`src/rtl/memwb_writeback_unit.sv`:
```
// MEM/WB pipeline register with registered load formatting, lane selection and write-back gating.
// Define WB_UNALIGNED_EN to compile in LWL/LWR merging (requires BITS_SIZE = 32).
module memwb_writeback_unit #(
  parameter int BITS_SIZE      = 32,
  parameter int BITS_REGS      = 5,
  parameter int BYTE_BITS_SIZE = 8,
  parameter int BITS_COUNT     = 32
) (
  input  logic                  i_clk,
  input  logic                  i_reset,
  input  logic                  i_valid,
  input  logic                  i_stall,
  input  logic                  i_flush,
  input  logic                  i_reg_write,
  input  logic [BITS_REGS-1:0]  i_rd,
  input  logic                  i_mem_to_reg,
  input  logic                  i_lui,
  input  logic                  i_zero_extend,
  input  logic [2:0]            i_load_mode,
  input  logic [1:0]            i_addr_offset,
  input  logic [BITS_SIZE-1:0]  i_dato_mem,
  input  logic [BITS_SIZE-1:0]  i_alu,
  input  logic [BITS_SIZE-1:0]  i_extension,
  input  logic [BITS_SIZE-1:0]  i_rt_old,
  output logic                  o_valid,
  output logic                  o_reg_write,
  output logic [BITS_REGS-1:0]  o_rd,
  output logic [BITS_SIZE-1:0]  o_data_write,
  output logic                  o_fault,
  output logic [BITS_COUNT-1:0] o_retired
);

  localparam int HALF_W = 2 * BYTE_BITS_SIZE;

  localparam logic [2:0] MODE_WORD = 3'b000;
  localparam logic [2:0] MODE_BYTE = 3'b001;
  localparam logic [2:0] MODE_HALF = 3'b010;
  localparam logic [2:0] MODE_LWL  = 3'b011;
  localparam logic [2:0] MODE_LWR  = 3'b100;

  function automatic logic [BITS_SIZE-1:0] extend_byte(input logic [BYTE_BITS_SIZE-1:0] b,
                                                        input logic zext);
    return {{(BITS_SIZE-BYTE_BITS_SIZE){~zext & b[BYTE_BITS_SIZE-1]}}, b};
  endfunction

  function automatic logic [BITS_SIZE-1:0] extend_half(input logic [HALF_W-1:0] h,
                                                        input logic zext);
    return {{(BITS_SIZE-HALF_W){~zext & h[HALF_W-1]}}, h};
  endfunction

`ifdef WB_UNALIGNED_EN
  localparam int LANES = BITS_SIZE / BYTE_BITS_SIZE;

  function automatic logic [BITS_SIZE-1:0] merge_lwl(input logic [BITS_SIZE-1:0] mem,
                                                      input logic [BITS_SIZE-1:0] rt,
                                                      input logic [1:0] off);
    int sh;
    sh = (LANES - 1 - int'(off)) * BYTE_BITS_SIZE;
    return (mem << sh) | (rt & ~({BITS_SIZE{1'b1}} << sh));
  endfunction

  function automatic logic [BITS_SIZE-1:0] merge_lwr(input logic [BITS_SIZE-1:0] mem,
                                                      input logic [BITS_SIZE-1:0] rt,
                                                      input logic [1:0] off);
    int sh;
    sh = int'(off) * BYTE_BITS_SIZE;
    return (mem >> sh) | (rt & ~({BITS_SIZE{1'b1}} >> sh));
  endfunction
`else
  logic unused_rt_old;
  assign unused_rt_old = ^i_rt_old;
`endif

  logic                  load_fault;
  logic [1:0]            fmt_off;
  logic [BITS_SIZE-1:0]  fmt_load;
  logic                  fault;
  logic [BITS_SIZE-1:0]  wr_data;

  logic                  valid_p1;
  logic                  reg_write_p1;
  logic [BITS_REGS-1:0]  rd_p1;
  logic [BITS_SIZE-1:0]  data_p1;
  logic                  fault_p1;
  logic [BITS_COUNT-1:0] retired_p1;

  // p0: decode fault and format the load; a faulting load is formatted as if aligned
  always_comb begin
    load_fault = 1'b0;
    case (i_load_mode)
      MODE_WORD: load_fault = (i_addr_offset != 2'b00);
      MODE_BYTE: load_fault = 1'b0;
      MODE_HALF: load_fault = i_addr_offset[0];
`ifdef WB_UNALIGNED_EN
      MODE_LWL, MODE_LWR: load_fault = 1'b0;
`endif
      default:   load_fault = 1'b1;
    endcase

    fmt_off  = load_fault ? 2'b00 : i_addr_offset;
    fmt_load = i_dato_mem;
    case (i_load_mode)
      MODE_BYTE: fmt_load = extend_byte(i_dato_mem[int'(fmt_off)*BYTE_BITS_SIZE +: BYTE_BITS_SIZE],
                                        i_zero_extend);
      MODE_HALF: fmt_load = extend_half(i_dato_mem[int'(fmt_off[1])*HALF_W +: HALF_W],
                                        i_zero_extend);
`ifdef WB_UNALIGNED_EN
      MODE_LWL:  fmt_load = merge_lwl(i_dato_mem, i_rt_old, fmt_off);
      MODE_LWR:  fmt_load = merge_lwr(i_dato_mem, i_rt_old, fmt_off);
`endif
      default:   fmt_load = i_dato_mem;
    endcase

    fault = i_valid & i_mem_to_reg & ~i_lui & load_fault;

    if (!i_mem_to_reg)
      wr_data = i_alu;
    else if (i_lui)
      wr_data = i_extension;
    else
      wr_data = fmt_load;
  end

  // p1: MEM/WB register; reset > stall > flush > capture
  always_ff @(posedge i_clk) begin
    if (i_reset) begin
      valid_p1     <= 1'b0;
      reg_write_p1 <= 1'b0;
      rd_p1        <= '0;
      data_p1      <= '0;
      fault_p1     <= 1'b0;
      retired_p1   <= '0;
    end else if (!i_stall) begin
      if (i_flush) begin
        valid_p1     <= 1'b0;
        reg_write_p1 <= 1'b0;
        rd_p1        <= '0;
        data_p1      <= '0;
        fault_p1     <= 1'b0;
      end else begin
        valid_p1     <= i_valid;
        reg_write_p1 <= i_valid & i_reg_write & (i_rd != '0) & ~fault;
        rd_p1        <= i_rd;
        data_p1      <= wr_data;
        fault_p1     <= fault;
        if (i_valid && !fault)
          retired_p1 <= retired_p1 + BITS_COUNT'(1);
      end
    end
  end

  assign o_valid      = valid_p1;
  assign o_reg_write  = reg_write_p1;
  assign o_rd         = rd_p1;
  assign o_data_write = data_p1;
  assign o_fault      = fault_p1;
  assign o_retired    = retired_p1;

endmodule

```
`config.mk`:
```
export PLATFORM = sky130hd
export DESIGN_NAME = memwb_writeback_unit
export DESIGN_NICKNAME = d
export VERILOG_FILES = /design/src/rtl/memwb_writeback_unit.sv
export SDC_FILE = /design/constraint.sdc
export NUM_CORES = 1
export LEC_CHECK = 0
export CAP_MARGIN = 20
export CORE_ASPECT_RATIO = 0.8
export CORE_MARGIN = 10
export CORE_UTILIZATION = 41
export DETAILED_ROUTE_END_ITERATION = 7
export PLACE_DENSITY = 0.78
export SYNTH_ARGS = -nofsm -noshare
export SYNTH_HDL_FRONTEND = slang
export SYNTH_SLANG_ARGS = --single-unit
```
`constraint.sdc`:
```
create_clock -name i_clk -period 2.95 [get_ports i_clk]
set_input_delay 0.59 -clock i_clk [delete_from_list [all_inputs] [get_ports i_clk]]
set_output_delay 0.59 -clock i_clk [all_outputs]
set_load 0.01 [all_outputs]
```
# After elaboration in Yosys (flattened, before gate mapping)
# Index checks and enable logic that the tools add are counted.
# classes
add_sub_neg,1
eq_ne,2
shifts,2
muxes,10
bitwise_logic,13
reduce_logical,6
# op_table
operator,n
2-to-1 mux 32 bit,3
one-hot mux 32 bit (2 select lines),1
adder 32 x 1 -> 32 bit (second input constant),1
variable part select 32 x 6 -> 16 bit,1
variable part select 32 x 6 -> 8 bit,1
AND 1 bit,8
2-to-1 mux 5 bit,1
inverter 1 bit,5
nonzero test 5 bit,1
== test 3 x 1 -> 1 bit (second input constant),1
== test 3 x 2 -> 1 bit (second input constant),1
zero test 3 bit,1
2-to-1 mux 1 bit,3
one-hot mux 1 bit (3 select lines),1
AND reduction 3 bit,1
2-to-1 mux 2 bit,1
nonzero test 2 bit,1
logical AND 1 bit,1
zero test 1 bit,1
# totals
regBits,72
in_bits,147

# Depth between registers and ports, before layout
# Gate-level depths: netlist of run 1.
# depth
depth_word,9
mapped_depth,8

# Worst setup path after synthesis of run 1
# Ideal clock, no wire load.
# synth_timing
kind,input-to-reg
from,in i_load_mode[2]
to,reg retired_p1[23] (netlist: o_retired[23])
arrival_time_ns,2.212
setup_slack_ns,0.667
stages,7
n_path_buf,2
path_cell_list,buf_2 nand3b_1 nand3_1 or4_1 buf_2 or4_1 a21oi_1
# synth_via
elab_chain_cells,6
word_cells_on_any_way,8
cone_classes,eq/ne: 2; mux: 1; bitwise: 1; reduce/logical: 4
# synth_lines
item,line_no,rtl
start: declaration,19,"input logic [2:0] i_load_mode,"
"== test 3 x 2 -> 1 bit, or another cell as far along",90,case (i_load_mode)
one-hot mux 1 bit (3 select lines) *,90,
AND 1 bit *,114,fault = i_valid & i_mem_to_reg & ~i_lui & load_fault;
zero test 1 bit *,146,if (i_valid && !fault)
logical AND 1 bit *,146,
AND reduction 3 bit (no source line) *,-,
end signal: assignment,147,retired_p1 <= retired_p1 + BITS_COUNT'(1);
end: declaration,85,logic [BITS_COUNT-1:0] retired_p1;
# Mark *: on every way between the ends. The rest lies on a longest branch, timed or not.
# A chain may end at the register's enable or synchronous reset.

# Worst setup path after layout of run 1
# layout_timing
from,in i_load_mode[1]
to,reg retired_p1[26] (netlist: o_retired[26])
# Same word-level chain as after synthesis.

==> results.json, run 1 <==
{
  "rsz0062_at_grt": "false",
  "overflow": 0,
  "port_buffers": 186,
  "hold_viol": 0,
  "netlist_instances": 556,
  "cp_cell_sequence": "clkdlybuf4s50_1 -> buf_4 -> nor2b_1 -> a211oi_4 -> or3_1 -> or4b_1 -> a21oi_1",
  "route.vias.total": 5311,
  "synth_top_cell_area_share": 0.3245,
  "drv_slew": 0,
  "slew_headroom": 0.4649,
  "dr.first_iter.drc_count": 439,
  "clockBufferDepth": 2,
  "synth_area_leaders": "dfxtp_1 (32%), a21oi_1 (5.1%), o21ai_0 (4.1%)",
  "cts-resized-gates": 0,
  "h-tree-depth": 3,
  "setup_viol": 0,
  "final_cell_mix": "clkdlybuf4s50_1 (185), dfxtp_1 (72), a21oi_1 (45), buf_4 (39)",
  "finalCriticalPeriod_ps": 2743,
  "critPathMaxFanout": 16,
  "core_area_sq_um": 10410,
  "syn_avg_cell_area_sq_um": 7.989,
  "die_w_um": 136.4,
  "p_seq_frac": 0.355,
  "clock_sinks": 72,
  "pwr-share-clk": 0.453,
  "slowest_stage": "or3_1",
  "ys_seq_area_frac": 0.3245,
  "drv_cap": 0,
  "dpl-instance-area_sq_um": 6580,
  "async_reset_ff_frac": 0,
  "final_common_cell": "clkdlybuf4s50_1",
  "dpl.hpwl_um": 14730,
  "internal_power_mw": 2.128,
  "path_class": "input port to register",
  "place_congestion": 0.9609,
  "fin_skew_ps": 5.157,
  "synth_cell_type_count": 57,
  "final_nets": 891,
  "cp.arrival_ps": 3000,
  "ios": 219,
  "via_per_inst": 5.967,
  "yosysWarningCount": 0,
  "start_kind": "input port",
  "grt_pass1_wl_um": 29500,
  "ys_seq_elements": 72,
  "cp-end-kind": "register",
  "synthToLayoutAreaGrowth_pct": 56.14,
  "synth_area_leader_cell": "dfxtp_1",
  "clock_latency_ps": 330,
  "cts_made_buffers": 9,
  "dr.pass1.iters": 7,
  "die_area_sq_um": 15420,
  "drt-wirelength-per-cell_um": 21.75,
  "cts_tree": "done",
  "dp_cells": 872,
  "combPwrFrac": 0.193,
  "layout-drive-gt1-share": 0.1070,
  "clkSlewWorstSetupHoldPaths_ps": 60,
  "cts-root-buf": "clkbuf_16",
  "postCtsSetupRepairBufs": 0,
  "power.density_nw_per_um2": 411.9,
  "instances_no_fill": 890,
  "wirelength_um": 19350,
  "synth_flop_cell": "dfxtp_1",
  "syn_nets": 704,
  "p_switching_mw": 0.7285,
  "period_share": 0.9297,
  "max_freq_ghz": 0.3646,
  "critPathMaxStageDelay_ps": 600,
  "track_usage": 0.2391,
  "tightest_slew_ps": 799.8,
  "drc_errors": 0,
  "start_util": 0.4269,
  "holdBufCountCts": 0,
  "synth_edf_count": 0,
  "final_cell_area_sq_um": 6935,
  "grt_max_degree": 66,
  "p_sw_frac": 0.2550,
  "outcome": "complete, no violations",
  "hold_class": "register to register",
  "cp.required_ps": 3210,
  "rows": 33,
  "ant_nets": 0,
  "antenna_found_initial": 2,
  "leakage_nw": 2.294,
  "grt_pass1_vias": 5316,
  "ir_drop_mv": 0.2408,
  "syn_area_sq_um": 4442,
  "dieHeight_um": 113.1
}
## registers in the layout, indices dropped and copies added, names as in the netlist
register	cells
o_rd	5
o_retired	32
o_data_write	32
o_reg_write	1
o_fault	1
o_valid	1
## power groups by stage
stage | Sequential [mW] | Clock, mW | Combinational, mW
floorplan | 1.04 | 0 | 0.211
global placement | 1.03 | 0 | 0.531
detailed placement | 1.03 | 0 | 0.538
CTS | 1.01 | 1.31 | 0.541
global route | 1.01 | 1.35 | 0.583
finish | 1.01 | 1.29 | 0.550
## worst paths after layout
kind                              from                         end  slack (ps)  cells past startpoint
max reg2reg  o_retired[2]$_SDFFE_PP0P_  o_retired[23]$_SDFFE_PP0P_         690                      5
min reg2reg   o_reg_write$_SDFFE_PP0N_    o_reg_write$_SDFFE_PP0N_         480                      2
min           o_reg_write$_SDFFE_PP0N_    o_reg_write$_SDFFE_PP0N_         480                      2
max                     i_load_mode[1]  o_retired[26]$_SDFFE_PP0P_         210                      7
## synth_stat cells (all sizes together), types with 14 or more instances
| master | n |
|---|---|
| nand2 | 36 |
| nor2b | 23 |
| a21oi | 45 |
| o22ai | 14 |
| a22oi | 18 |
| nor3b | 16 |
| a22o | 15 |
| clkbuf | 37 |
| o21ai | 42 |
| a21o | 16 |
| dfxtp | 72 |
| nor2 | 32 |
| a41oi | 16 |
## metrics by stage
step                      setup WS [ps]    util  setup TNS, ps  hold slack (ps)  total power, mW
final                             207.3  0.6665              0            479.0            2.857
after global routing              80.55  0.6665              0            501.5            2.946
after CTS                         228.2  0.6661              0            479.0            2.861
after detailed placement         -97.00  0.6324         -592.5            471.0            1.572
after global placement           -265.1  0.6313          -4171            453.4            1.564
after floorplan                   667.2       -              0            485.8            1.255
## critical path, delay by kind of cell
kind                   cells  cell delay, ps
buffers and inverters      2             670
and+or+nand+nor            3            1440
AOI/OAI and AO/OA          2             280
## cells by family (layout without fill, tap and decap cells)
logic type	Yosys count	after routing	share of synthesized area
compound gates	211	211	0.3259
mux	9	9	0.02254
fa+ha+maj	1	1	0.002816
other cells	0	2	0
xor+xnor	14	14	0.02761
simple gates	193	193	0.2465
buf+inv	56	248	0.05014
flops	72	72	0.3245
## layer usage
layer,GRT usage,part of all wire,up-vias
met4,0.07442,0.023,0
met1,0.2933,0.42,2529
met3,0.06189,0.083,35
li1,-,-,2508
met2,0.4001,0.47,239
met5,0,0,-
## final cells by class
type	instances	area, sq um
antenna	2	5.005
clock buffer	9	225.2
clock inverter	7	125.1
fill	888	3470
inverter	6	22.52
multi-input combinational	428	2780
sequential	72	1441
tap	140	175.2
timing repair buffer	226	2161
Note: power is estimated with default switching activity, not from simulation.
==> run 2: changes to the inputs <==
- CORE_UTILIZATION: 41 -> 40
- PLACE_DENSITY: 0.78 -> 0.77
- clock period: 2.95 -> 2.8 ns (I/O delays scaled with it)
==> run 2 against run 1 <==
Effect of this change: non-clock buffer count shrank 9; wire length shrank 4.4%; setup slack gained 110 ps; clock-buffer cell count grew 1; largest cell class unchanged; clock power shrank 18%.
==> results.json, run 2 (same netlist as run 1, synthesis figures left out) <==
{
  "cp.arrival_ps": 2710,
  "hold_depth": 2,
  "slew_headroom": 0.4961,
  "ios": 219,
  "final_common_cell": "clkdlybuf4s50_1",
  "filler_cell_count": 926,
  "drt-wirelength-per-cell_um": 20.95,
  "h-tree-depth": 3,
  "grt_pass1_vias": 5143,
  "cp.required_ps": 3030,
  "route.vias.total": 5359,
  "antenna_found_initial": 0,
  "drv_cap": 0,
  "cts_made_buffers": 9,
  "max_freq_ghz": 0.4026,
  "dr.first_iter.drc_count": 493,
  "rows": 34,
  "ir_drop_mv": 0.2765,
  "dr.pass1.iters": 6,
  "hold_class": "register to register",
  "critPathMaxFanout": 10,
  "postCtsSetupRepairBufs": 0,
  "pwr-share-clk": 0.395,
  "clkSlewWorstSetupHoldPaths_ps": 60,
  "final_cell_mix": "clkdlybuf4s50_1 (185), dfxtp_1 (72), a21oi_1 (45), nand2_1 (36), o21ai_0 (36)",
  "multi_input_area_sq_um": 2780,
  "num_antenna_cells": 0,
  "track_usage": 0.2271,
  "drv_slew": 0,
  "start_util": 0.4095,
  "overflow": 0,
  "fin_ws_ps": 315.8,
  "internal_power_mw": 1.959,
  "power.density_nw_per_um2": 397.0,
  "dpl-instance-area_sq_um": 6514,
  "r2r_cells": 5,
  "postLayoutCoreUtil": 0.6256,
  "path_class": "input port to register",
  "layout-drive-gt1-share": 0.09472,
  "final-seq-area_sq_um": 1441,
  "holdBufCountCts": 0,
  "hold_viol": 0,
  "period_share": 0.8872,
  "cts_tree": "done",
  "combPwrFrac": 0.209,
  "dpl_worst_slack_ps": -5.030,
  "cp-end-kind": "register",
  "die_w_um": 137.8,
  "via_per_inst": 6.069,
  "final_nets": 882,
  "synthToLayoutAreaGrowth_pct": 52.79,
  "setup_viol": 0,
  "drc_errors": 0,
  "leakage_nw": 2.212,
  "cts-resized-gates": 0,
  "clock_sinks": 72,
  "wirelength_um": 18500,
  "clock_latency_ps": 330,
  "core_area_sq_um": 10850,
  "grt_max_degree": 67,
  "p_switching_mw": 0.7359,
  "p_total_mw": 2.694,
  "finalSetupTns_ps": 0,
  "final_cell_area_sq_um": 6787,
  "tightest_slew_ps": 755.8,
  "outcome": "complete, no violations",
  "p_seq_frac": 0.396,
  "dieHeight_um": 114.3,
  "dpl.hpwl_um": 14290,
  "fin_skew_ps": 7.410,
  "place_congestion": 0.8842,
  "rsz0062_at_grt": "false",
  "grt_pass1_wl_um": 28520,
  "finalCriticalPeriod_ps": 2484,
  "clockBufferDepth": 2,
  "p_sw_frac": 0.2731,
  "port_buffers": 186,
  "die_area_sq_um": 15750,
  "cts-root-buf": "clkbuf_16",
  "ant_nets": 0,
  "start_kind": "input port"
}
-- run 2: cell types whose count changed in the layout (fill, tap and decap cells not counted) --
cell,delta
diode_2,-2
bufinv_16,-3
buf_6,-1
clkinv_4,-1
buf_4,-8
clkinv_2,+2
clkinvlp_4,+1
clkbuf_1,+1
-- run 2: per-layer routing --
layer,vias up,GRT usage,share of wire
li1,2504,-,-
met5,-,0,0
met3,39,0.06360,0.096
met2,282,0.3599,0.46
met1,2534,0.2893,0.42
met4,0,0.07842,0.028
-- run 2: final timing paths --
path / startpoint / endpoint / slack [ps]
worst max-delay path: i_load_mode[0] / o_data_write[0]$_SDFFE_PP0N_ / 320
worst min-delay path: o_reg_write$_SDFFE_PP0N_ / o_reg_write$_SDFFE_PP0N_ / 470
worst max register to register: o_retired[3]$_SDFFE_PP0P_ / o_retired[23]$_SDFFE_PP0P_ / 520
worst min register to register: o_reg_write$_SDFFE_PP0N_ / o_reg_write$_SDFFE_PP0N_ / 470
-- run 2: power groups by stage --
stage	Combinational [mW]	Clock (mW)	Sequential [mW]
final	0.564	1.06	1.07
after floorplan	0.223	0	1.10
after CTS	0.557	1.08	1.07
after global placement	0.543	0	1.09
after global routing	0.602	1.13	1.07
after detailed placement	0.553	0	1.09
-- run 2: stage by stage --
step	instances	hold WS [ps]
after floorplan	556	485.8
after global placement	867	451.6
after detailed placement	867	463.6
after CTS	883	473.2
after global routing	883	500.2
final	883	474.9
-- run 2: area by class of cell --
cell class                      instances  area share
Clock buffer                           10     0.03374
Clock inverter                          6    0.006453
Inverter                                6    0.003319
Multi-Input combinational cell        428      0.4097
Sequential cell                        72      0.2124
Tap cell                              144     0.02655
Timing Repair Buffer                  217      0.3079
-- run 2: worst max-delay path, stage by stage --
cell	delay, ps
clkdlybuf4s50_1	450
buf_4	190
nand4bb_1	370
or2_2	380
a221oi_1	430
o21ai_1	120
a22o_1	210
